[src/rtl/ternary_popcount_acc_pkg.sv]
// Shared widths, FSM state type and popcount truncation helper for the ternary popcount accumulator.
// Pure declarations: no latency, no flow control.
package popcount_pkg;

  typedef enum logic {
    ACC  = 1'b0,
    HOLD = 1'b1
  } state_t;

  function automatic int pc_w(input int n);
    return $clog2(n + 1);
  endfunction

  // One extra bit over the magnitude range so +/-n*beats fits in two's complement
  function automatic int sum_w(input int n, input int beats);
    return $clog2(n * beats + 1) + 1;
  endfunction

  function automatic int trunc_pc(input int value, input int lsbs);
    return (value >> lsbs) << lsbs;
  endfunction

endpackage

[src/rtl/ternary_popcount_acc_if.sv]
// Beat input and frame result channels of the ternary popcount accumulator.
// Both channels use valid/ready; the accumulator is the slave side.
interface ternary_popcount_acc_if #(
  parameter int IN_W  = 23,
  parameter int SUM_W = 8
);
  logic                    in_valid;
  logic                    in_ready;
  logic [IN_W-1:0]         in_pos;
  logic [IN_W-1:0]         in_neg;
  logic                    out_valid;
  logic                    out_ready;
  logic signed [SUM_W-1:0] out_sum;
  logic                    out_fire;

  modport master (
    output in_valid, in_pos, in_neg, out_ready,
    input  in_ready, out_valid, out_sum, out_fire
  );

  modport slave (
    input  in_valid, in_pos, in_neg, out_ready,
    output in_ready, out_valid, out_sum, out_fire
  );
endinterface

[src/rtl/ternary_popcount_acc_popcount_comb.sv]
// Exact combinational popcount of an IN_W-bit vector.
// Zero latency, no flow control.
module popcount_comb
  import popcount_pkg::*;
#(
  parameter int IN_W = 23
) (
  input  logic [IN_W-1:0]       bits_i,
  output logic [pc_w(IN_W)-1:0] cnt_o
);
  localparam int PC_W = pc_w(IN_W);

  always_comb begin
    cnt_o = '0;
    for (int i = 0; i < IN_W; i++) begin
      cnt_o = cnt_o + PC_W'(bits_i[i]);
    end
  end
endmodule

[src/rtl/ternary_popcount_acc.sv]
// Accumulates signed ternary popcount deltas over BEATS beats; result one cycle after last beat, held until taken.
// in_ready drops only while a result is held and out_ready is low. Build macro: TERNARY_POPCOUNT_APPROX_EN.
module ternary_popcount_acc
  import popcount_pkg::*;
#(
  parameter int IN_W   = 23,
  parameter int BEATS  = 4,
  parameter int THRESH = 0,
  parameter int TRUNC  = 1
) (
  input logic clk,
  input logic rst_n,
  ternary_popcount_acc_if.slave bus
);
  localparam int PC_W   = pc_w(IN_W);
  localparam int SUM_W  = sum_w(IN_W, BEATS);
  localparam int BCNT_W = (BEATS > 1) ? $clog2(BEATS) : 1;

`ifdef TERNARY_POPCOUNT_APPROX_EN
  localparam bit APPROX_EN = 1'b1;
`else
  localparam bit APPROX_EN = 1'b0;
`endif
  localparam int TRUNC_BITS = APPROX_EN ? TRUNC : 0;

  localparam logic signed [SUM_W-1:0] THRESH_S = SUM_W'(THRESH);
  localparam logic [BCNT_W-1:0]       LAST_BEAT = BCNT_W'(BEATS - 1);

  state_t                  state_q, state_d;
  logic signed [SUM_W-1:0] acc_q, acc_d;
  logic [BCNT_W-1:0]       beat_q, beat_d;
  logic                    out_valid_q, out_valid_d;
  logic signed [SUM_W-1:0] out_sum_q, out_sum_d;
  logic                    out_fire_q, out_fire_d;

  logic [PC_W-1:0]         pc_pos, pc_neg, pc_pos_t, pc_neg_t;
  logic signed [SUM_W-1:0] beat_delta, acc_sum;
  logic                    beat_acc, last_beat;

  popcount_comb #(.IN_W(IN_W)) u_pc_pos (.bits_i(bus.in_pos), .cnt_o(pc_pos));
  popcount_comb #(.IN_W(IN_W)) u_pc_neg (.bits_i(bus.in_neg), .cnt_o(pc_neg));

  // With TRUNC_BITS = 0 the truncation is an identity, so the exact build shares this path
  assign pc_pos_t = PC_W'(trunc_pc(int'(pc_pos), TRUNC_BITS));
  assign pc_neg_t = PC_W'(trunc_pc(int'(pc_neg), TRUNC_BITS));

  assign beat_delta = SUM_W'(pc_pos_t) - SUM_W'(pc_neg_t);
  assign acc_sum    = acc_q + beat_delta;

  assign bus.in_ready = (state_q == ACC) ? 1'b1 : bus.out_ready;
  assign beat_acc     = bus.in_valid && bus.in_ready;
  assign last_beat    = (beat_q == LAST_BEAT);

  // acc_q and beat_q are already cleared in HOLD, so a beat taken there is beat 0 of the next frame
  always_comb begin
    state_d     = state_q;
    acc_d       = acc_q;
    beat_d      = beat_q;
    out_valid_d = out_valid_q;
    out_sum_d   = out_sum_q;
    out_fire_d  = out_fire_q;

    if (state_q == HOLD && bus.out_ready) begin
      out_valid_d = 1'b0;
      state_d     = ACC;
    end

    if (beat_acc) begin
      if (last_beat) begin
        out_sum_d   = acc_sum;
        out_fire_d  = (acc_sum >= THRESH_S);
        out_valid_d = 1'b1;
        acc_d       = '0;
        beat_d      = '0;
        state_d     = HOLD;
      end else begin
        acc_d  = acc_sum;
        beat_d = beat_q + BCNT_W'(1);
      end
    end
  end

  always_ff @(posedge clk or negedge rst_n) begin
    if (!rst_n) begin
      state_q     <= ACC;
      acc_q       <= '0;
      beat_q      <= '0;
      out_valid_q <= 1'b0;
      out_sum_q   <= '0;
      out_fire_q  <= 1'b0;
    end else begin
      state_q     <= state_d;
      acc_q       <= acc_d;
      beat_q      <= beat_d;
      out_valid_q <= out_valid_d;
      out_sum_q   <= out_sum_d;
      out_fire_q  <= out_fire_d;
    end
  end

  assign bus.out_valid = out_valid_q;
  assign bus.out_sum   = out_sum_q;
  assign bus.out_fire  = out_fire_q;
endmodule

[src/flat_wrapper.sv]
// flat-port wrapper written by rule: the top's interface ports become plain ports
module ternary_popcount_acc_flat import popcount_pkg::*;
#(
  parameter int IN_W   = 23,
  parameter int BEATS  = 4,
  parameter int THRESH = 0,
  parameter int TRUNC  = 1
)
  (clk, rst_n, bus_in_valid, bus_in_pos, bus_in_neg, bus_out_ready, bus_in_ready, bus_out_valid, bus_out_sum, bus_out_fire);
  ternary_popcount_acc_if #(.IN_W(IN_W), .SUM_W((8))) bus_i ();
  input logic clk;
  input logic rst_n;
  input wire logic [$bits(bus_i.in_valid)-1:0] bus_in_valid;
  input wire logic [$bits(bus_i.in_pos)-1:0] bus_in_pos;
  input wire logic [$bits(bus_i.in_neg)-1:0] bus_in_neg;
  input wire logic [$bits(bus_i.out_ready)-1:0] bus_out_ready;
  output wire logic [$bits(bus_i.in_ready)-1:0] bus_in_ready;
  output wire logic [$bits(bus_i.out_valid)-1:0] bus_out_valid;
  output wire logic [$bits(bus_i.out_sum)-1:0] bus_out_sum;
  output wire logic [$bits(bus_i.out_fire)-1:0] bus_out_fire;
  assign bus_i.in_valid = bus_in_valid;
  assign bus_i.in_pos = bus_in_pos;
  assign bus_i.in_neg = bus_in_neg;
  assign bus_i.out_ready = bus_out_ready;
  assign bus_in_ready = bus_i.in_ready;
  assign bus_out_valid = bus_i.out_valid;
  assign bus_out_sum = bus_i.out_sum;
  assign bus_out_fire = bus_i.out_fire;
  ternary_popcount_acc #(.IN_W(IN_W), .BEATS(BEATS), .THRESH(THRESH), .TRUNC(TRUNC)) u_core (.clk(clk), .rst_n(rst_n), .bus(bus_i));
endmodule
[config.mk]
export PLATFORM = sky130hd
export DESIGN_NAME = ternary_popcount_acc_flat
export DESIGN_NICKNAME = d
export VERILOG_FILES = /design/src/rtl/ternary_popcount_acc_pkg.sv /design/src/rtl/ternary_popcount_acc_if.sv /design/src/rtl/ternary_popcount_acc_popcount_comb.sv /design/src/rtl/ternary_popcount_acc.sv /design/src/flat_wrapper.sv
export SDC_FILE = /design/constraint.sdc
export NUM_CORES = 1
export LEC_CHECK = 0
export CAP_MARGIN = 15
export CORE_ASPECT_RATIO = 1.1
export CORE_UTILIZATION = 54
export DETAILED_ROUTE_END_ITERATION = 12
export GPL_TIMING_DRIVEN = 0
export PLACE_DENSITY_LB_ADDON = 0.1
export SETUP_SLACK_MARGIN = 0.1
export SYNTH_ARGS = -nofsm -noshare
export SYNTH_HDL_FRONTEND = slang
export SYNTH_SLANG_ARGS = --single-unit
[constraint.sdc]
create_clock -name clk -period 5.09 [get_ports clk]
set_input_delay 1.527 -clock clk [delete_from_list [all_inputs] [get_ports clk]]
set_output_delay 1.527 -clock clk [all_outputs]
set_load 0.01 [all_outputs]
==> results of run 1 <==
==> sequential cells by signal, summed over array words and instances, names as in the netlist <==
signal and cells:
u_core.bus.out_fire 1, u_core.bus.out_sum 8, u_core.bus.out_valid 1, u_core.state_q 1, u_core.beat_q 2, u_core.acc_q 8
==> worst max-delay path, stage by stage <==
cell and delay (ns):
dlygate4sd2_1 0.24, fa_1 0.49, inv_2 0.04, fa_1 0.46, fa_1 0.53, inv_2 0.04
fa_1 0.45, fa_1 0.55, fa_1 0.44, fa_1 0.50, fa_2 0.41, fa_2 0.41
a21o_2 0.20, a21oi_2 0.13, xnor2_1 0.09, ha_1 0.34, a21oi_2 0.21, o21ai_2 0.09
nor2_2 0.16, xnor3_1 0.26, mux2_4 0.28
==> metrics by stage <==
| stage | TNS (ns) | cells | cell area, sq um | util (%) |
|---|---|---|---|---|
| 3_5_place_dp | -45.64 | 358 | 3180 | 74.2 |
| 3_3_place_gp | -43.50 | 358 | 3180 | 74.2 |
| 2_1_floorplan | -30.19 | 244 | 2510 | - |
| 5_1_grt | -37.77 | 382 | 3480 | 81.1 |
| 6_report | -35.48 | 382 | 3480 | 81.1 |
| 4_1_cts | -36.84 | 374 | 3340 | 78.0 |
==> cells in the final DEF, fill, tap and decap left out, types with 2 or more instances in the layout <==
| cell type | n |
|---|---|
| inv_1 | 56 |
| clkdlybuf4s50_1 | 37 |
| fa_1 | 30 |
| nand2_1 | 22 |
| dfrtp_1 | 21 |
| buf_4 | 20 |
| inv_2 | 15 |
| ha_1 | 12 |
| fa_2 | 8 |
| o21ai_1 | 7 |
| ha_4 | 7 |
| nand3_1 | 6 |
| clkbuf_2 | 5 |
| a21oi_2 | 4 |
| o21ai_2 | 4 |
| buf_6 | 4 |
| dlygate4sd2_1 | 4 |
| clkdlybuf4s15_1 | 4 |
| xnor2_1 | 3 |
| a21oi_1 | 3 |
| clkbuf_1 | 3 |
| mux2_2 | 3 |
| o21ai_0 | 3 |
| clkbuf_8 | 3 |
| buf_2 | 3 |
| a211oi_2 | 2 |
| nor2_1 | 2 |
| nor3b_1 | 2 |
| a21o_1 | 2 |
| xnor2_2 | 2 |
| nor3_1 | 2 |
| dlymetal6s2s_1 | 2 |
==> worst paths after layout <==
| check | endpoint | cells past startpoint |
|---|---|---|
| worst min register to register | u_core.bus.out_sum[2] | 2 |
| worst max register to register | u_core.acc_q[6] | 7 |
| min in group asynchronous | u_core.acc_q[0] | 1 |
| worst min-delay path | u_core.bus.out_sum[2] | 2 |
| worst max-delay path | u_core.bus.out_fire | 21 |
| max in group asynchronous | u_core.acc_q[3] | 1 |
==> layout make-up <==
| type | instances | area [sq um] |
|---|---|---|
| Buffer | 2 | 7.51 |
| Tap cell | 54 | 67.6 |
| Clock buffer | 4 | 45.0 |
| Fill cell | 258 | 810 |
| Inverter | 72 | 278 |
| Timing Repair Buffer | 80 | 717 |
| Sequential cell | 21 | 526 |
| Multi-Input combinational cell | 149 | 1840 |
==> cells by family (layout without fill, tap and decap cells) <==
kind of cell | Yosys count | in the layout
mux | 5 | 5
simple gates | 42 | 42
compound gates | 36 | 36
xor+xnor | 9 | 9
buf+inv | 74 | 158
flops | 21 | 21
fa+ha+maj | 57 | 57
==> what timing repair did <==
item,in CTS,in global routing
buffers inserted,12,9
resized for setup,63,34
hold endpoints to repair,0,0
pin swaps,44,40
endpoints found under the setup margin,17,17
==> metal layers <==
layer / track usage [%] / vias up / routed length [um]
li1: - / 915 / -
met1: 25.2 / 962 / 1900
met2: 46.5 / 68 / 3050
met3: 2.71 / 20 / 175
met4: 11.1 / 0 / 246
met5: 0 / - / 0
==> reports/qor.yml, run 1 <==
dpl_worst_slack_ns: -3.38
layout_min_cycle_time_ns: 7.71
vias_per_cell: 5.14
htree_levels: 1
cts_buffer_depth: 2
numCtsBuffers: 3
crit_path_max_fanout: 3
synth.most_common_cell: "inv_1"
critical_path_arrival_ns: 7.87
first_pass_iters: 8
num_vias: 1965
path_clk_slew_ns: 0.08
whs_ns: 0.479
holdBufCountCts: 0
finalCritPeriodShare_pct: 151
antenna_found_initial: 0
insertion_delay_ns: 0.27
synth-compound-area-share_pct: 10.1
die_area_sq_mm: 0.00470
r2r_slack_ns: 3.03
syn-cell-area_sq_mm: 0.00239
required_ns: 5.25
grt_pass1_wl_um: 8600
synth_top_family_by_area: "adder cells"
worstHoldStart: "u_core.bus.out_sum[2]"
nets: 436
core_sq_mm: 0.00429
diodes: 0
io_pins: 61
drc: 2
critPathKind: "in2reg"
synth_nets: 351
drt_iter0_drc: 59
synthMuxAreaShare_pct: 2.30
synth_fa_ha_area_share_pct: 41.7
grt_max_degree: 22
reg2reg_from: "u_core.acc_q[0]"
post_drt_wl_per_cell_um: 14.1
row_count: 25
slew_violations: 0
ys_seq_area_share_pct: 22.0
cts_tree: "yes"
grt_usage_pct: 24.0
die_h_um: 71.8
synth_cells: 244
synth_async_sr_flop_share_pct: 100
min_path_type: "reg2reg"
dp_hpwl_um: 4090
ys_types: 35
hold_viol: 0
synthTopCellsByArea: "fa_1, dfrtp_1, inv_1"
gp_congestion: 0.796
yosys.area.top_type: "fa_1"
synthSimpleGateAreaFrac_pct: 8.42
ys.flop_type: "dfrtp_1"
ant_nets: 0
cts_root_buffer: "clkbuf_8"
die_width_um: 65.5
worst_slew_pin_slew_ns: 0.949
cap_violations: 0
synth_edf_count: 0
status: "finished, violations left"
cts_num_sinks: 21
synth_common_cells: "inv_1, fa_1, nand2_1"
io_buffers: 60
start_util_pct: 55.9
yosys_warnings: 0
rsz0062_at_grt: "true"
yosysTopAreaCellShare_pct: 31.8
grt_pass1_vias: 2071
end_kind: "register"
synth_xor_area_share_pct: 3.87
max_freq_ghz: 0.130
fin_ws_ns: -2.62
synth_seq_cells: 21
synth.avg_cell_area_sq_um: 9.81
setup_viol: 17
syn_to_final_growth_pct: 45.2
drive_above_1_share_pct: 29.6
crit_path_start_kind: "primary input"
wl_um: 5380
finClkSkew_ns: 0.00221
slew_headroom_pct: 36.5
failed_checks: "design-rule violations, negative setup slack"
grt_overflow: 0
crit_start: "bus_in_pos[17]"
Power of run 1 is not shown: default switching activity piles up to over one toggle a cycle in this logic, so the estimate is an artifact.
==> inputs of run 2 (changes only) <==
--- a/config.mk
+++ b/config.mk
@@ -6,8 +6,9 @@
 export NUM_CORES = 1
 export LEC_CHECK = 0
 export CAP_MARGIN = 15
-export CORE_ASPECT_RATIO = 1.1
+export CORE_ASPECT_RATIO = 2
 export CORE_UTILIZATION = 54
+export CTS_CLUSTER_SIZE = 20
 export DETAILED_ROUTE_END_ITERATION = 12
 export GPL_TIMING_DRIVEN = 0
 export PLACE_DENSITY_LB_ADDON = 0.1
==> run 2 against run 1 <==
Effect of this change:
- the run ends with negative setup slack left
- global-route usage increased by 1.2 points
- flip-flop and latch count unchanged
- worst hold slack improved by 0.012 ns
- register-to-register slack improved by 0.06 ns
- die area increased by 0.33%
- first-iteration DRC count decreased by 63%
- clock-buffer cell count unchanged
- design area decreased by 1.4%
- critical path type unchanged
- largest cell class unchanged
==> reports/qor.yml, run 2 (synthesis gave the netlist of run 1 again) <==
critPathSlowestCell: "fa_1"
crit_path_start_kind: "primary input"
drt_iter0_drc: 22
gp_congestion: 0.945
drc: 0
hold_depth: 2
wl_um: 5660
finClkSkew_ns: 0.00814
cts_tree: "yes"
layoutNonFillerInstCount: 371
hold_viol: 0
most-common-layout-cells: "inv_1, clkdlybuf4s50_1, fa_1, nand2_1, dfrtp_1"
antenna_found_initial: 0
insertion_delay_ns: 0.27
slew_headroom_pct: 35.2
fin_ws_ns: -2.57
path_common_cell: "fa_1"
layout_min_cycle_time_ns: 7.66
rsz0062_at_grt: "true"
min_path_type: "reg2reg"
grt_pass1_wl_um: 8740
worstHoldStart: "u_core.bus.out_sum[7]"
whs_ns: 0.491
end_kind: "register"
reg2reg_to: "u_core.acc_q[6]"
num_vias: 1937
layout_commonest_cell: "inv_1"
critical_path_arrival_ns: 7.82
reg2reg_from: "u_core.acc_q[0]"
slew_violations: 0
grt_overflow: 0
cp_cell_sequence: "clkdlybuf4s50_1 -> ha_4 -> fa_1 -> fa_1 -> inv_2 -> fa_1 -> fa_1 -> fa_1 -> fa_1 -> fa_2 -> fa_2 -> a21o_2 -> a21oi_2 -> xnor2_1 -> ha_1 -> nand2_2 -> a211oi_4 -> nor2_2 -> xnor3_1 -> mux2_4"
cap_violations: 0
crit_path_max_fanout: 3
grt_usage_pct: 25.1
numCtsBuffers: 3
die_h_um: 96.2
post_drt_wl_per_cell_um: 15.3
path_clk_slew_ns: 0.08
required_ns: 5.25
dp_hpwl_um: 4630
cts_buffer_depth: 2
die_width_um: 49.1
core_sq_mm: 0.00417
cts_num_sinks: 21
dp_cells: 356
row_count: 33
syn_to_final_growth_pct: 43.1
htree_levels: 1
die_area_sq_mm: 0.00472
first_pass_iters: 4
status: "finished, violations left"
whs_endpoint: "u_core.bus.out_sum[7]"
nets: 427
grt_max_degree: 22
vias_per_cell: 5.22
postLayoutCoreUtil_pct: 82.1
max_stage_delay_ns: 0.57
failed_checks: "negative setup slack"
ant_nets: 0
reg2reg_depth: 7
fillers: 256
highest_layer: "met4"
grt_pass1_vias: 2075
max_freq_ghz: 0.131
diodes: 0
start_util_pct: 57.4
r2r_slack_ns: 3.09
cts_root_buffer: "clkbuf_8"
wl_met1_um: 1690
io_pins: 61
worst_slew_pin_slew_ns: 0.969
drive_above_1_share_pct: 27.6
met2_length_um: 3570
setup_viol: 17
wl_met3_um: 134
critPathKind: "in2reg"
finalCritPeriodShare_pct: 150
io_buffers: 60
[run 2: per-stage QoR]
step                      cell area [sq um]  setup TNS (ns)  setup slack [ns]
after floorplan                        2510          -30.19             -2.37
after global placement                 3180          -43.97             -3.22
after detailed placement               3180          -45.05             -3.28
after CTS                              3310          -35.52             -2.63
after global routing                   3430          -36.79             -2.75
final                                  3430          -34.66             -2.57
[run 2: routing by layer]
layer,global-route usage [%],up-vias
li1,-,899
met1,20.4,971
met2,54.3,49
met3,1.42,18
met4,15.7,0
met5,0,-
[run 2: cell type report]
type                       count  area [sq um]  area share [%]
timing repair buffer          71           656            19.1
buffer                         2          7.51           0.219
tap                           52          65.1            1.90
inverter                      72           278            8.11
sequential                    21           526            15.3
multi-input combinational    149          1850            54.0
clock buffer                   4          45.0            1.31
[run 2: worst max path at each step]
stage | start | to
3_3_place_gp | bus_in_neg[21] | u_core.bus.out_fire
3_5_place_dp | bus_in_neg[21] | u_core.bus.out_fire
4_1_cts | bus_in_neg[11] | u_core.bus.out_fire
2_1_floorplan | bus_in_neg[21] | u_core.bus.out_fire
5_1_grt | bus_in_neg[17] | u_core.bus.out_fire
6_report | bus_in_neg[1] | u_core.bus.out_fire
[run 2: what timing repair did]
| item | CTS | global route |
|---|---|---|
| pin swaps | 39 | 18 |
| resized for setup | 69 | 35 |
| hold buffers | 0 | 0 |
| setup endpoints to repair | 17 | 17 |
| setup buffers | 7 | 4 |
[run 2: worst max-delay path, delay by kind of cell]
kind                       cells  cell delay [ns]
xor gates and xnor gates       2             0.30
adders and majority gates     10             4.28
buffers and inverters          2             0.56
and+or+nand+nor                2             0.20
muxes                          1             0.28
AOI/OAI and AO/OA              3             0.67
Power of run 2 is left out for the same reason.
